## src/rtl/digit_accum_if.sv

```systemverilog
// Key-entry and result handshake bundle for digit_accum.
// The keypad side drives through 'master'; the accumulator uses 'slave'.
interface digit_accum_if #(
    parameter int NDIG = 2
) ();
    localparam int OUT_W = 4 * NDIG;
    localparam int CNT_W = $clog2(NDIG + 1);

    logic             key_vld;
    logic [4:0]       key_code;
    logic             mode;
    logic             key_rdy;
    logic [OUT_W-1:0] value;
    logic [CNT_W-1:0] cnt;
    logic             out_vld;
    logic             out_rdy;
    logic             ovf;
    logic             err;

    modport master (
        output key_vld, key_code, mode, out_rdy,
        input  key_rdy, value, cnt, out_vld, ovf, err
    );

    modport slave (
        input  key_vld, key_code, mode, out_rdy,
        output key_rdy, value, cnt, out_vld, ovf, err
    );
endinterface

```

## src/rtl/digit_accum.sv

```systemverilog
// Keypad digit accumulator: shifts key digits into NDIG nibbles, shows hex or decimal value.
// Optional backspace key enabled by defining DIGIT_ACCUM_BKSP_EN.
module digit_accum #(
    parameter int         NDIG     = 2,
    parameter logic [4:0] ENT_CODE = 5'd29,
    parameter logic [4:0] CLR_CODE = 5'd30,
    parameter logic [4:0] BSP_CODE = 5'd31
) (
    input  logic          clk,
    input  logic          rst,
    digit_accum_if.slave  bus
);
    localparam int             OUT_W = 4 * NDIG;
    localparam int             CNT_W = $clog2(NDIG + 1);
    localparam logic [OUT_W-1:0] TEN  = OUT_W'(10);
    localparam logic [CNT_W-1:0] FULL = CNT_W'(NDIG);

    typedef enum logic {ENTRY = 1'b0, DONE = 1'b1} state_t;

    state_t                 state, state_n;
    logic [NDIG-1:0][3:0]   dig_r;
    logic [CNT_W-1:0]       cnt_r;
    logic                   mode_r;
    logic                   ovf_r;
    logic                   err_r;

    logic                   empty, full, eff_mode, is_digit, is_bsp;
    logic                   do_shift, do_clr, do_bksp, set_ovf, err_n;

    // Horner evaluation, most significant digit first.
    function automatic logic [OUT_W-1:0] dec_value(input logic [NDIG-1:0][3:0] d);
        logic [OUT_W-1:0] acc;
        acc = '0;
        for (int k = NDIG - 1; k >= 0; k--) begin
            acc = OUT_W'(acc * TEN) + OUT_W'(d[k]);
        end
        return acc;
    endfunction

    assign empty    = (cnt_r == '0);
    assign full     = (cnt_r == FULL);
    // The first digit of an entry is judged by the mode it is about to latch.
    assign eff_mode = empty ? bus.mode : mode_r;
    assign is_digit = eff_mode ? (bus.key_code < 5'd10) : (bus.key_code < 5'd16);
    assign is_bsp   = (bus.key_code == BSP_CODE);

    always_ff @(posedge clk) begin
        if (rst) state <= ENTRY;
        else     state <= state_n;
    end

    always_comb begin
        state_n  = state;
        do_shift = 1'b0;
        do_clr   = 1'b0;
        do_bksp  = 1'b0;
        set_ovf  = 1'b0;
        err_n    = 1'b0;
        case (state)
            ENTRY: begin
                if (bus.key_vld) begin
                    if (is_digit) begin
                        if (full) set_ovf  = 1'b1;
                        else      do_shift = 1'b1;
                    end else if (bus.key_code == CLR_CODE) begin
                        do_clr = 1'b1;
                    end else if (bus.key_code == ENT_CODE) begin
                        if (empty) err_n   = 1'b1;
                        else       state_n = DONE;
                    end else if (is_bsp) begin
`ifdef DIGIT_ACCUM_BKSP_EN
                        if (empty) err_n   = 1'b1;
                        else       do_bksp = 1'b1;
`else
                        err_n = 1'b1;
`endif
                    end else begin
                        err_n = 1'b1;
                    end
                end
            end
            DONE: begin
                if (bus.out_rdy) begin
                    do_clr  = 1'b1;
                    state_n = ENTRY;
                end
            end
            default: state_n = ENTRY;
        endcase
    end

    always_ff @(posedge clk) begin
        if (rst) begin
            dig_r  <= '0;
            cnt_r  <= '0;
            mode_r <= 1'b0;
            ovf_r  <= 1'b0;
            err_r  <= 1'b0;
        end else begin
            err_r <= err_n;
            if (set_ovf) ovf_r <= 1'b1;
            if (do_shift) begin
                for (int k = NDIG - 1; k > 0; k--) dig_r[k] <= dig_r[k-1];
                dig_r[0] <= bus.key_code[3:0];
                cnt_r    <= cnt_r + CNT_W'(1);
                if (empty) mode_r <= bus.mode;
            end
            if (do_bksp) begin
                for (int k = 0; k < NDIG - 1; k++) dig_r[k] <= dig_r[k+1];
                dig_r[NDIG-1] <= 4'd0;
                cnt_r         <= cnt_r - CNT_W'(1);
                ovf_r         <= 1'b0;
            end
            if (do_clr) begin
                dig_r <= '0;
                cnt_r <= '0;
                ovf_r <= 1'b0;
            end
        end
    end

    assign bus.value   = mode_r ? dec_value(dig_r) : OUT_W'(dig_r);
    assign bus.cnt     = cnt_r;
    assign bus.key_rdy = (state == ENTRY);
    assign bus.out_vld = (state == DONE);
    assign bus.ovf     = ovf_r;
    assign bus.err     = err_r;
endmodule

```

## src/flat_wrapper.sv

```systemverilog
// flat-port wrapper written by rule: the top's interface ports become plain ports
module digit_accum_flat 
#(
    parameter int         NDIG     = 2,
    parameter logic [4:0] ENT_CODE = 5'd29,
    parameter logic [4:0] CLR_CODE = 5'd30,
    parameter logic [4:0] BSP_CODE = 5'd31
)
  (clk, rst, bus_key_vld, bus_key_code, bus_mode, bus_out_rdy, bus_key_rdy, bus_value, bus_cnt, bus_out_vld, bus_ovf, bus_err);
  digit_accum_if #(.NDIG(NDIG)) bus_i ();
  input  logic clk;
  input  logic rst;
  input wire logic [$bits(bus_i.key_vld)-1:0] bus_key_vld;
  input wire logic [$bits(bus_i.key_code)-1:0] bus_key_code;
  input wire logic [$bits(bus_i.mode)-1:0] bus_mode;
  input wire logic [$bits(bus_i.out_rdy)-1:0] bus_out_rdy;
  output wire logic [$bits(bus_i.key_rdy)-1:0] bus_key_rdy;
  output wire logic [$bits(bus_i.value)-1:0] bus_value;
  output wire logic [$bits(bus_i.cnt)-1:0] bus_cnt;
  output wire logic [$bits(bus_i.out_vld)-1:0] bus_out_vld;
  output wire logic [$bits(bus_i.ovf)-1:0] bus_ovf;
  output wire logic [$bits(bus_i.err)-1:0] bus_err;
  assign bus_i.key_vld = bus_key_vld;
  assign bus_i.key_code = bus_key_code;
  assign bus_i.mode = bus_mode;
  assign bus_i.out_rdy = bus_out_rdy;
  assign bus_key_rdy = bus_i.key_rdy;
  assign bus_value = bus_i.value;
  assign bus_cnt = bus_i.cnt;
  assign bus_out_vld = bus_i.out_vld;
  assign bus_ovf = bus_i.ovf;
  assign bus_err = bus_i.err;
  digit_accum #(.NDIG(NDIG), .ENT_CODE(ENT_CODE), .CLR_CODE(CLR_CODE), .BSP_CODE(BSP_CODE)) u_core (.clk(clk), .rst(rst), .bus(bus_i));
endmodule
```

## config.mk

```make
export PLATFORM = sky130hd
export DESIGN_NAME = digit_accum_flat
export DESIGN_NICKNAME = d
export VERILOG_FILES = /design/src/rtl/digit_accum_if.sv /design/src/rtl/digit_accum.sv /design/src/flat_wrapper.sv
export SDC_FILE = /design/constraint.sdc
export NUM_CORES = 1
export LEC_CHECK = 0
export CORE_ASPECT_RATIO = 0.75
export CORE_MARGIN = 8
export CORE_UTILIZATION = 56
export DETAILED_ROUTE_END_ITERATION = 10
export DONT_BUFFER_PORTS = 1
export PLACE_DENSITY = 0.73
export SYNTH_ARGS = -nofsm -noshare
export SYNTH_HDL_FRONTEND = slang
export SYNTH_SLANG_ARGS = --single-unit
```

## constraint.sdc

```tcl
create_clock -name clk -period 2.7 [get_ports clk]
set_input_delay 0.54 -clock clk [delete_from_list [all_inputs] [get_ports clk]]
set_output_delay 0.54 -clock clk [all_outputs]
set_load 0.02 [all_outputs]
```

==> results of run 1 <==
[final timing paths]
kind,start,end,slack [ns],depth (start not counted)
worst min-delay path,rst,u_core.bus.out_vld$_SDFF_PP0_,0.32,1
worst max register to register,u_core.bus.cnt[0]$_SDFFE_PP0P_,u_core.bus.cnt[1]$_SDFFE_PP0P_,0.61,6
worst max-delay path,u_core.dig_r[7]$_SDFFE_PP0P_,bus_value[6],-0.11,6
worst min register to register,u_core.dig_r[1]$_SDFFE_PP0P_,u_core.dig_r[5]$_SDFFE_PP0P_,0.55,2
[per-stage QoR]
| step | total power [W] | TNS [ns] | setup WS, ns |
|---|---|---|---|
| 2_1_floorplan | 0.0003007 | 0 | 0.02417 |
| 3_3_place_gp | 0.0003117 | 0 | 0.09158 |
| 3_5_place_dp | 0.0003148 | 0 | 0.01176 |
| 4_1_cts | 0.0004713 | -0.1146 | -0.1146 |
| 5_1_grt | 0.0004918 | -0.2637 | -0.1768 |
| 6_report | 0.0004653 | -0.1140 | -0.1140 |
[worst register-to-register path, delay by kind of cell, from the launching register on]
kind	cells	cell delay, ns
adder cells (fa/ha/maj)	1	0.27
flip-flops	1	0.48
AO/OA/AOI/OAI	1	0.29
buffers and inverters	2	0.39
multiplexers	2	0.59
[state kept, by name (all words and copies together), names as in the netlist]
| signal | cells |
|---|---|
| u_core.bus.cnt | 2 |
| u_core.bus.err | 1 |
| u_core.bus.out_vld | 1 |
| u_core.bus.ovf | 1 |
| u_core.dig_r | 8 |
| u_core.mode_r | 1 |
[logic make-up (layout without fill, tap and decap cells)]
kind of cell    count (synthesis)  after routing  share of synthesized area, %
compound gates                 40             40                         27.31
simple gates                   26             26                         13.82
fa+ha+maj                      11             11                         13.28
xor+xnor                        2              2                         1.524
buf+inv                        17             20                         6.856
flops                          14             14                         24.37
mux                            14             14                         12.84
[metal layers]
layer	vias to the layer above	share of wire, %	wire length, um	track usage, %
li1	474	-	-	-
met1	470	47	1319	21.07
met2	15	46	1311	23.26
met3	5	5.5	154	6.237
met4	0	1.2	35	5.248
met5	-	0	0	0
[power by group through the flow]
stage	registers (W)	logic (W)	clock network, W
floorplan	0.000228	0.0000727	0
global placement	0.000233	0.0000790	0
detailed placement	0.000233	0.0000814	0
CTS	0.000229	0.0000855	0.000157
global route	0.000230	0.0000950	0.000167
finish	0.000228	0.0000867	0.000150
[Yosys cell counts]
cell | n | area, sq um
fa_1 | 2 | 40.04
or3b_2 | 1 | 8.760
nand2_1 | 3 | 11.26
ha_1 | 9 | 112.6
o21a_1 | 1 | 7.510
buf_4 | 1 | 7.510
buf_2 | 3 | 15.01
dfxtp_1 | 14 | 280.3
nand2b_1 | 8 | 50.05
nor2b_1 | 2 | 12.51
or3_1 | 1 | 6.260
o221ai_1 | 1 | 8.760
mux2_2 | 2 | 22.52
mux2i_1 | 11 | 110.1
buf_6 | 1 | 11.26
a211oi_1 | 3 | 22.52
o211ai_1 | 16 | 120.1
a2111oi_0 | 1 | 8.760
nand4bb_1 | 2 | 22.52
a211o_1 | 1 | 8.760
o32a_1 | 1 | 10.01
o221a_1 | 1 | 11.26
a31o_2 | 1 | 8.760
o2bb2ai_1 | 1 | 8.760
a2111oi_4 | 1 | 27.53
nor2_1 | 2 | 7.510
o21ai_0 | 2 | 10.01
clkbuf_1 | 2 | 7.510
nand3_1 | 4 | 20.02
a21oi_1 | 7 | 35.03
xnor2_1 | 2 | 17.52
mux2_4 | 1 | 15.01
a2111o_1 | 1 | 11.26
and2_0 | 1 | 6.260
and2b_1 | 1 | 7.510
nor4_1 | 1 | 6.260
inv_1 | 10 | 37.54
o31ai_1 | 1 | 7.510
a21o_1 | 1 | 7.510
[layout make-up]
cell class | count | share of cell area (%)
multi-input cells | 93 | 67.50
flip-flops and latches | 14 | 21.48
repair buffers | 6 | 3.333
inverters | 10 | 2.778
clock buffers | 4 | 2.685
well taps | 24 | 2.222
[what timing repair did]
action,4_1_cts,5_1_grt
cloned,0,0
setup endpoints to repair,3,3
gates resized for setup,19,7
pin swaps,8,1
==> metrics.txt, run 1 <==
fmax=355.4 MHz; Fin. Hold Viols=0; Comb pwr share=18.6%; Initial Util=58.09%; Pleak=0.4595 nW; cell internal pwr=0.0003315 W; Post-Syn Nets=145; Fill cells=158; Ports=24; Cells after Synth=124; Slew HR=53.48%; buffers added on ports=0; mean routed wirelength per cell=18.68 um; WHS=0.3182 ns; clk_lat worst skew=0.29 ns; max cap viols=0; clk buf depth=2; DIE AREA=3774 sq um; Switching Fraction=28.77%; slowest stage cell, crit path=fa_2; die height=55.24 um; Final Util=68.27%; Detailed Route Iter0 Violations=92; clock root cell=clkbuf_4; dpl cells=147; sequential fraction of the synthesis area=24.37%; average vias per placed instance=6.384; Pins Over Slew Limit=0; Final Cell Area=1351 sq um; Final setup viols=1; Avg Inst Size Synth=9.273 sq um; Worst VDD drop=0.3484 mV; CTS Buf Count=3; n_diodes=0; crit share post-route=104.2%; first drt pass iteration count=4; DR vias=964; die width=68.33 um; clk slew on worst S/H paths=0.08 ns; min Tclk post-route=2.814 ns; critical path type=flop to output port; drt total wl=2820 um; status=complete, but fails checks; Overflow after GRT=0; CTS tree=built; Setup crit start kind=flop; dpl hpwl=2117 um; Max stage delay on crit path=0.53 ns; commonest non-fill, non-tap cell in the layout=o211ai_1; post-synth cell types=39; Top Family by Delay on Critical Path=adder cells; RSZ-0062 raised after global routing=true; post-CTS setup buffers=0; Finished Layout Cells=151; post-synthesis cell area=1150 sq um; vias in the first global route=930; cell-by-cell trace of the critical path=ha_4 -> ha_4 -> fa_2 -> o211ai_1 -> or3_1 -> a31o_4; global-route wire length before repair=4761 um; Worst Clk Skew=0.002006 ns; worst path arrival time=2.27 ns; largest net degree at the start of global routing=19; register area=290.3 sq um; hold buffers post-CTS=0; ANT nets after route=0; final net count=149; row cnt=14; Hold Path Class=primary input to flop; H-tree levels=1; Multi-input gate area=912.1 sq um; Sink Count=14; Crit Path Max Fanout=2; initial antenna violation count=0; CP endpoint kind=output port; most frequent cells in the layout=o211ai_1 (16), mux2i_1 (11), inv_1 (10), dfxtp_1 (10), nand2b_1 (7); Most Frequent Cell on Critical Path=ha_4; RD Place Congestion=0.7631; Core Area=1979 sq um; part of the power in registers=49.0%; PwrDens=344.4 nW/um^2; DP Area=1184 sq um; Seq cells post-synth=14; Total Routing Usage GR=16.09%; worst slew pin tran=0.6939 ns; share of cells above drive strength 1=25.98%; Req. time, crit path=2.16 ns; final worst slack=-0.1140 ns; clock power share=32.3%; Psw=0.0001339 W; violated checks=negative setup slack; DRC=0; Area Growth Syn to Fin=17.52%; Yosys warnings=0; CP Buf/Inv Count=0
No activity file was read; power rests on OpenSTA's default activity.
==> inputs of run 2 (changes only) <==
Settings changed: SKIP_CTS_REPAIR_TIMING set to 1.
==> run 2 against run 1 <==
Against the previous run:
- the run still ends with negative setup slack left
- sequential share of layout area rose by 0.12 points
- sequential power hardly changed
- hold slack hardly changed
- routed wire length rose by 1.5%
- via count up 1.7%
- clock power about the same
- critical path type unchanged
- largest cell class unchanged
- highest routed layer unchanged
- combinational power fell by 0.6%
- flip-flop and latch count did not move
- register-to-register slack about the same
- die area is the same
- fmax decreased by 0.38%
- worst setup slack worse by 0.011 ns
==> metrics.txt, run 2 (same netlist as run 1, synthesis figures left out) <==
Overflow after GRT=0 (unchanged); Detailed Route Iter0 Violations=62 (-33%); Final setup viols=2 (+1); DR vias=980 (+1.7%); Fin. Hold Viols=0 (unchanged); most frequent cells in the layout=o211ai_1 (16), mux2i_1 (11), inv_1 (10), dfxtp_1 (10); GR Util met3=6.237% (unchanged); max cap viols=0 (unchanged); DRC=0 (unchanged); met2 global-route usage=21.93% (-1.3 points); Core Area=1979 sq um (unchanged); Fill cells=162 (+2.5%); status=complete, but fails checks; CTS tree=built; drt total wl=2861 um (+1.5%); H-tree levels=1 (unchanged); row cnt=14 (unchanged); Hold Path Class=primary input to flop; global-route wire length before repair=4754 um (-0.15%); worst slew pin tran=0.6685 ns (-0.02539 ns); dpl ws=0.01176 ns (unchanged); Pins Over Slew Limit=0 (unchanged); Sink Count=14 (unchanged); initial antenna violation count=0 (unchanged); buffers added on ports=0 (unchanged); final worst slack=-0.1248 ns (-0.01081 ns); CTS Buf Count=3 (unchanged); PwrDens=345.5 nW/um^2 (+0.33%); Setup crit start kind=flop; most crowded layer after global routing=met1; Initial Util=58.09% (unchanged); largest net degree at the start of global routing=19 (unchanged); Max stage delay on crit path=0.53 ns (about the same); fmax=354.0 MHz (-0.38%); WHS=0.3186 ns (+0.0003830 ns); Total Routing Usage GR=16.02% (-0.073 points); min Tclk post-route=2.825 ns (+0.01081 ns); Req. time, crit path=2.16 ns (about the same); cell-by-cell trace of the critical path=ha_4 -> ha_4 -> fa_2 -> o211ai_1 -> or3_1 -> a31o_4; average vias per placed instance=6.447 (+0.99%); commonest non-fill, non-tap cell in the layout=o211ai_1; RSZ-0062 raised after global routing=true; Ports=24 (unchanged); mean routed wirelength per cell=18.82 um (+0.79%); die width=68.33 um (unchanged); hold path startpoint=rst; Final Util=67.89% (-0.38 points); Area Growth Syn to Fin=16.87%; RD Place Congestion=0.7631 (unchanged); max reg flops=8 (unchanged); Multi-input gate area=897.1 sq um (-1.6%); crit share post-route=104.6% (+0.40 points); dpl hpwl=2117 um (unchanged); n_diodes=0 (unchanged); crit path from=u_core.dig_r[7]$_SDFFE_PP0P_; Crit Path Max Fanout=2 (unchanged); GRT met1 Usage=22.03% (+0.96 points); share of cells above drive strength 1=26.56% (+0.58 points); slowest stage cell, crit path=fa_2; die height=55.24 um (unchanged); vias in the first global route=906 (-2.6%); violated checks=negative setup slack; Pleak=0.4619 nW (+0.54%); DIE AREA=3774 sq um (unchanged); Worst VDD drop=0.3492 mV (+0.22%); register area=290.3 sq um (unchanged); worst path arrival time=2.28 ns (about the same); clk buf depth=2 (unchanged); clk_lat worst skew=0.29 ns (about the same); Slew HR=55.18% (+1.7 points); CP endpoint kind=output port; clk slew on worst S/H paths=0.08 ns (about the same); clock root cell=clkbuf_4; worst reg2reg path startpoint=u_core.bus.cnt[0]$_SDFFE_PP0P_; total design power=0.0004643 W (-0.23%); Worst Clk Skew=0.004151 ns (+0.002144 ns); ANT nets after route=0 (unchanged); Most Frequent Cell on Critical Path=ha_4; critical path type=flop to output port; final net count=150 (+0.67%); largest register by flop count=u_core.dig_r; first drt pass iteration count=4 (unchanged)
run 2: routing by layer:
layer | part of all wire (%) | wire [um]
met5 | 0 | 0
met1 | 45 | 1274
met3 | 6.3 | 179
met2 | 48 | 1362
met4 | 1.6 | 45
run 2: metrics by stage:
step / instance area [sq um] / TNS [ns] / std cells
floorplan: 1150 / 0 / 124
global placement: 1184 / 0 / 147
detailed placement: 1184 / 0 / 147
CTS: 1220 / -0.7337 / 151
global route: 1344 / -0.3283 / 152
finish: 1344 / -0.1593 / 152
run 2: layout make-up:
cell class	instances	share of cell area (%)
Timing Repair Buffer	7	3.911
Inverter	10	2.793
Sequential cell	14	21.60
Tap cell	24	2.235
Clock buffer	4	2.700
Multi-Input combinational cell	93	66.76
run 2: path summary, 6_finish.rpt:
kind | endpoint | slack [ns] | cells past startpoint
hold / removal | u_core.bus.out_vld$_SDFF_PP0_ | 0.32 | 1
setup / recovery | bus_value[6] | -0.12 | 6
hold reg to reg | u_core.dig_r[5]$_SDFFE_PP0P_ | 0.55 | 2
setup reg to reg | u_core.bus.cnt[1]$_SDFFE_PP0P_ | 0.60 | 6
run 2: critical path, delay by kind of cell (launching register included):
family / cells / cell delay, ns
adder cells (fa/ha/maj): 3 / 0.93
AO/OA/AOI/OAI: 2 / 0.37
flip-flops: 1 / 0.35
AND/OR/NAND/NOR: 1 / 0.35
run 2: power breakdown:
part | switching [W] | internal (W)
registers | 0.0000151 | 0.000213
logic | 0.0000498 | 0.0000364
clock network | 0.0000680 | 0.0000822
total | 0.000133 | 0.000331
